===== src/rtl/sr_latch_driver_pkg.sv =====
// rtl/sr_latch_driver_pkg.sv - state encoding and shared constants for the SR latch driver
package sr_latch_driver_pkg;

    typedef enum logic [2:0] {
        ST_IDLE  = 3'd0,
        ST_SETUP = 3'd1,
        ST_PULSE = 3'd2,
        ST_HOLD  = 3'd3,
        ST_CHECK = 3'd4,
        ST_GAP   = 3'd5
    } drv_state_t;

    // Number of cycles spent in CHECK when readback is compiled in.
    localparam int CHECK_LEN = 3;

endpackage


===== src/rtl/sr_pulse_timer.sv =====
// rtl/sr_pulse_timer.sv - loadable down-counter with zero flag, saturating at 0
module sr_pulse_timer #(
    parameter int CNT_W = 8
) (
    input  logic             clk,
    input  logic             rst_n,
    input  logic             load,
    input  logic [CNT_W-1:0] load_val,
    output logic             cnt_zero
);

    logic [CNT_W-1:0] count;

    // Load takes priority; otherwise count down and stick at zero (no wrap).
    always_ff @(posedge clk or negedge rst_n) begin
        if (!rst_n) begin
            count <= '0;
        end else if (load) begin
            count <= load_val;
        end else if (count != '0) begin
            count <= count - 1'b1;
        end
    end

    assign cnt_zero = (count == '0);

endmodule


===== src/rtl/sr_latch_driver.sv =====
// rtl/sr_latch_driver.sv - set/reset command to timed S/R/Enable pulse driver (option: SR_READBACK_CHECK_EN)
module sr_latch_driver
    import sr_latch_driver_pkg::*;
#(
    parameter int PULSE_W = 2,
    parameter int GAP_W   = 10,
    parameter int CNT_W   = 8
) (
    input  logic clk,
    input  logic rst_n,
    input  logic cmd_valid,
    input  logic cmd_set,
    output logic cmd_ready,
    output logic S,
    output logic R,
    output logic Enable,
    output logic busy,
    input  logic Qa,
    input  logic Qb,
    output logic err
);

    // A zero pulse width still produces one Enable cycle.
    localparam int               PULSE_EFF  = (PULSE_W == 0) ? 1 : PULSE_W;
    localparam logic [CNT_W-1:0] PULSE_LOAD = CNT_W'(PULSE_EFF - 1);
    localparam logic [CNT_W-1:0] GAP_LOAD   = CNT_W'((GAP_W == 0) ? 0 : GAP_W - 1);
    localparam drv_state_t       POST_WRITE = (GAP_W == 0) ? ST_IDLE : ST_GAP;

    drv_state_t       state;
    drv_state_t       next_state;
    logic             set_q;
    logic             set_next;
    logic             accept;
    logic             tmr_load;
    logic [CNT_W-1:0] tmr_val;
    logic             tmr_zero;

    sr_pulse_timer #(.CNT_W(CNT_W)) u_timer (
        .clk      (clk),
        .rst_n    (rst_n),
        .load     (tmr_load),
        .load_val (tmr_val),
        .cnt_zero (tmr_zero)
    );

`ifdef SR_READBACK_CHECK_EN
    localparam logic [CNT_W-1:0] CHECK_LOAD = CNT_W'(CHECK_LEN - 1);

    logic [1:0] qa_sync;
    logic [1:0] qb_sync;

    // Two-flop synchronisers: the latch outputs are asynchronous to clk.
    always_ff @(posedge clk or negedge rst_n) begin
        if (!rst_n) begin
            qa_sync <= 2'b00;
            qb_sync <= 2'b00;
        end else begin
            qa_sync <= {qa_sync[0], Qa};
            qb_sync <= {qb_sync[0], Qb};
        end
    end

    // Sticky readback error, judged on the final CHECK cycle.
    always_ff @(posedge clk or negedge rst_n) begin
        if (!rst_n) begin
            err <= 1'b0;
        end else if (state == ST_CHECK && tmr_zero &&
                     (qa_sync[1] != set_q || qb_sync[1] != ~set_q)) begin
            err <= 1'b1;
        end
    end
`else
    logic unused_readback;
    assign unused_readback = Qa ^ Qb;
    assign err             = 1'b0;
`endif

    // Next-state and timer-load decode; the timer is loaded on entry to timed states.
    always_comb begin
        next_state = state;
        accept     = 1'b0;
        tmr_load   = 1'b0;
        tmr_val    = '0;
        case (state)
            ST_IDLE: begin
                if (cmd_valid && cmd_ready) begin
                    accept     = 1'b1;
                    next_state = ST_SETUP;
                end
            end
            ST_SETUP: begin
                next_state = ST_PULSE;
                tmr_load   = 1'b1;
                tmr_val    = PULSE_LOAD;
            end
            ST_PULSE: begin
                if (tmr_zero) next_state = ST_HOLD;
            end
            ST_HOLD: begin
`ifdef SR_READBACK_CHECK_EN
                next_state = ST_CHECK;
                tmr_load   = 1'b1;
                tmr_val    = CHECK_LOAD;
`else
                next_state = POST_WRITE;
                tmr_load   = (POST_WRITE == ST_GAP);
                tmr_val    = GAP_LOAD;
`endif
            end
            ST_CHECK: begin
                if (tmr_zero) begin
                    next_state = POST_WRITE;
                    tmr_load   = (POST_WRITE == ST_GAP);
                    tmr_val    = GAP_LOAD;
                end
            end
            ST_GAP: begin
                if (tmr_zero) next_state = ST_IDLE;
            end
            default: next_state = ST_IDLE;
        endcase
        set_next = accept ? cmd_set : set_q;
    end

    // State and registered outputs, all decoded from the state being entered.
    always_ff @(posedge clk or negedge rst_n) begin
        if (!rst_n) begin
            state     <= ST_IDLE;
            set_q     <= 1'b0;
            S         <= 1'b0;
            R         <= 1'b0;
            Enable    <= 1'b0;
            cmd_ready <= 1'b1;
            busy      <= 1'b0;
        end else begin
            state     <= next_state;
            set_q     <= set_next;
            S         <= set_next  && (next_state inside {ST_SETUP, ST_PULSE, ST_HOLD});
            R         <= !set_next && (next_state inside {ST_SETUP, ST_PULSE, ST_HOLD});
            Enable    <= (next_state == ST_PULSE);
            cmd_ready <= (next_state == ST_IDLE);
            busy      <= (next_state != ST_IDLE);
        end
    end

endmodule

===== config.mk =====
export PLATFORM = sky130hd
export DESIGN_NAME = sr_latch_driver
export DESIGN_NICKNAME = d
export VERILOG_FILES = /design/src/rtl/sr_latch_driver_pkg.sv /design/src/rtl/sr_pulse_timer.sv /design/src/rtl/sr_latch_driver.sv
export SDC_FILE = /design/constraint.sdc
export NUM_CORES = 1
export LEC_CHECK = 0
export CAP_MARGIN = 20
export CORE_MARGIN = 2
export CORE_UTILIZATION = 40
export CTS_BUF_LIST = sky130_fd_sc_hd__clkbuf_4
export CTS_CLUSTER_DIAMETER = 100
export DETAILED_ROUTE_END_ITERATION = 10
export PLACE_DENSITY = 0.71
export SETUP_SLACK_MARGIN = 0.1
export SLEW_MARGIN = 20
export SYNTH_ARGS = -nofsm -noshare
export SYNTH_HDL_FRONTEND = slang
export SYNTH_HIERARCHICAL = 1
export SYNTH_SLANG_ARGS = --single-unit

===== constraint.sdc =====
create_clock -name clk -period 4.26 [get_ports clk]
set_clock_uncertainty 0.2 [all_clocks]
set_input_delay 0.426 -clock clk [delete_from_list [all_inputs] [get_ports clk]]
set_output_delay 0.426 -clock clk [all_outputs]
set_load 0.1 [all_outputs]

==> flow_metrics.tcl <==
set metrics [dict create \
    postCtsSetupBuffers 0 \
    synthArstFlopShare_pct 100.0 \
    pre_cts_slack_ns 1.553 \
    synth_edf_count 0 \
    period_share_pct 64.02 \
    rsz0062_at_grt "no" \
    startpoint_type "flip-flop" \
    synthesis.area_um2 977.2 \
    path_class "flip-flop to flip-flop" \
    most-common-layout-cells "dfrtp_1, nor2_1, nand2_1, clkdlybuf4s50_1, conb_1" \
    powerDensity_nw_per_um2 810.2 \
    grt_max_degree 18 \
    worstRegToRegCells 9 \
    fin_cells 139 \
    nNetsFinal 119 \
    tightest_slew_ns 0.9665 \
    power_frac_comb_pct 52.3 \
    ctsHoldBuffers 0 \
    final.setup.tns_ns 0 \
    status "complete, no violations" \
    muxShareOfSynthArea_pct 2.561 \
    drc 0 \
    drt_iter0_drc 14 \
    hold_depth 1 \
    seq_power_share_pct 37.4 \
    core_um2 2255 \
    diodes 0 \
    clkLatencyLatePin_ns 0.28 \
    swShare_pct 48.70 \
    layout-drive-gt1-share_pct 11.71 \
    overflow 0 \
    fmax_ghz 0.3667 \
    hpwlAfterDp_um 1261 \
    cts_tree "yes" \
    synth_top_family_by_area "simple AND/OR/NAND/NOR gates" \
    area_growth_pct 12.93 \
    via_count 748 \
    power_frac_clock_pct 10.3 \
    cts.repair.resized 0 \
    synth-seq-cells 17 \
    rows 17 \
    p_sw_mw 0.4354 \
    finalCriticalPeriod_ns 2.727 \
    antenna_found_initial 0 \
    ys_types 47 \
    arrival_ns 2.72 \
    dpl.cell_count 135 \
    clkSinkCount 17 \
    initial_core_util_pct 43.34 \
    wl_um 1757 \
    drv_slew 0 \
    synth-adder-area-share_pct 1.280 \
    cellLeakagePower_nw 0.4471 \
    slew-limit-headroom_pct 35.37 \
    clk_pin_slew_worst_paths_ns 0.10 \
    place_congestion 0.7682 \
    ys.flop_type "dfrtp_1" \
    layout_commonest_cell "dfrtp_1" \
    grt_pass1_wl_um 3111 \
    cts_root_buf "clkbuf_4" \
    setup_violations 0 \
    hp-class "flip-flop to flip-flop" \
    cts_buffers 3 \
    post_drt_wl_per_cell_um 12.64 \
    hold_viol_final 0 \
    die_h_um 53.43 \
    synth_compound_area_share_pct 19.85 \
    synthSimpleGateAreaFrac_pct 23.56 \
    vias_per_cell 5.381 \
    ios 12 \
    utilization_pct 48.95 \
    worstPathRequired_ns 4.25 \
    synthXorXnorAreaFrac_pct 1.793 \
    syn_inst 98 \
    fp.dieW_um 53.43 \
    endpoint_kind "flip-flop" \
    h-tree-depth 1 \
    intPower_mw 0.4587 \
    seq_area_frac_synth_pct 43.66 \
    worst_slack_ns 1.533 \
    critPathMaxFanout 13 \
    grt_pass1_vias 729 \
    dieArea_um2 2854 \
    syn_area_per_cell_um2 9.971 \
    power_mw 0.8941 \
    drv_cap 0 \
    first_pass_iters 4 \
    antenna_left 0 \
    cts_max_path_buffers 2 \
    ir_drop_uv 475.6 \
    port_buffers 8 \
    track_usage_pct 15.11 \
    ys_warn_count 6 \
]
-- cells in the mapped netlist, drive strengths merged, types with 2 or more instances --
library cell | number | area, um^2
o31ai | 3 | 22.52
or4 | 2 | 15.01
nand2 | 8 | 30.03
nor3 | 3 | 15.01
o21ai | 6 | 30.03
dfrtp | 16 | 400.4
a21oi | 4 | 23.77
xnor2 | 2 | 17.52
o41ai | 2 | 25.03
nor2 | 11 | 43.80
buf | 4 | 35.03
nand3 | 4 | 20.02
inv | 5 | 18.76
nor4 | 2 | 12.51
-- stage by stage --
stage | hold slack, ns | cell area (um^2)
floorplan | -0.06959 | 999.7
global placement | 0.3210 | 1074
detailed placement | 0.3239 | 1074
CTS | 0.3535 | 1104
global route | 0.3886 | 1104
finish | 0.3478 | 1104
-- per-layer routing --
metal / track usage [%] / up-vias / share of wire, % / routed length, um
met3: 5.085 / 0 / 3.0 / 52
met1: 18.71 / 360 / 47 / 821
li1: - / 381 / - / -
met5: 0 / - / 0 / 0
met4: 2.564 / 0 / 0 / 0
met2: 25.51 / 7 / 50 / 883
-- worst max-delay path: stages (launching register included) --
cell and delay (ns):
dfrtp_1 0.42, inv_1 0.09, ha_1 0.22, or3b_1 0.47, nor2_1 0.33, nand3_1 0.17, o21ai_0 0.11, buf_4 0.21
inv_1 0.12, a221oi_1 0.28
-- layout make-up --
cell class / count / area (um^2)
tap: 28 / 35.03
multi-input combinational: 76 / 505.5
timing repair buffer: 9 / 87.58
fill: 229 / 1151
sequential: 17 / 426.7
clock buffer: 4 / 30.03
inverter: 5 / 18.77
-- path summary, 6_finish.rpt --
kind	startpoint	end	slack, ns
max	u_timer/count[0]	u_timer/count[5]	1.53
min	set_q	set_q	0.35
max reg2reg	u_timer/count[0]	u_timer/count[5]	1.53
min reg2reg	set_q	set_q	0.35
max in group asynchronous	rst_n	R	2.99
min in group asynchronous	rst_n	u_timer/count[1]	0.38
-- cells by family (layout without fill, tap and decap cells) --
group / count (synthesis) / count (layout)
simple gates: 38 / 38
compound gates: 26 / 26
flops: 17 / 17
buf+inv: 11 / 18
xor+xnor: 2 / 2
mux: 2 / 2
fa+ha+maj: 1 / 1
other cells: 1 / 7
-- power groups by stage --
stage	clock, mW	combinational (mW)	sequential, mW
floorplan	0	0.264	0.454
global placement	0	0.459	0.332
detailed placement	0	0.469	0.337
CTS	0.0968	0.470	0.335
global route	0.106	0.506	0.350
finish	0.0919	0.468	0.335
-- sequential cells by signal, indices dropped and copies added, names as in the netlist --
| name | count |
|---|---|
| Enable | 1 |
| state | 3 |
| set_q | 1 |
| S | 1 |
| cmd_ready | 1 |
| R | 1 |
| u_timer/count | 8 |
| busy | 1 |
Note: power is estimated with default switching activity, not from simulation.
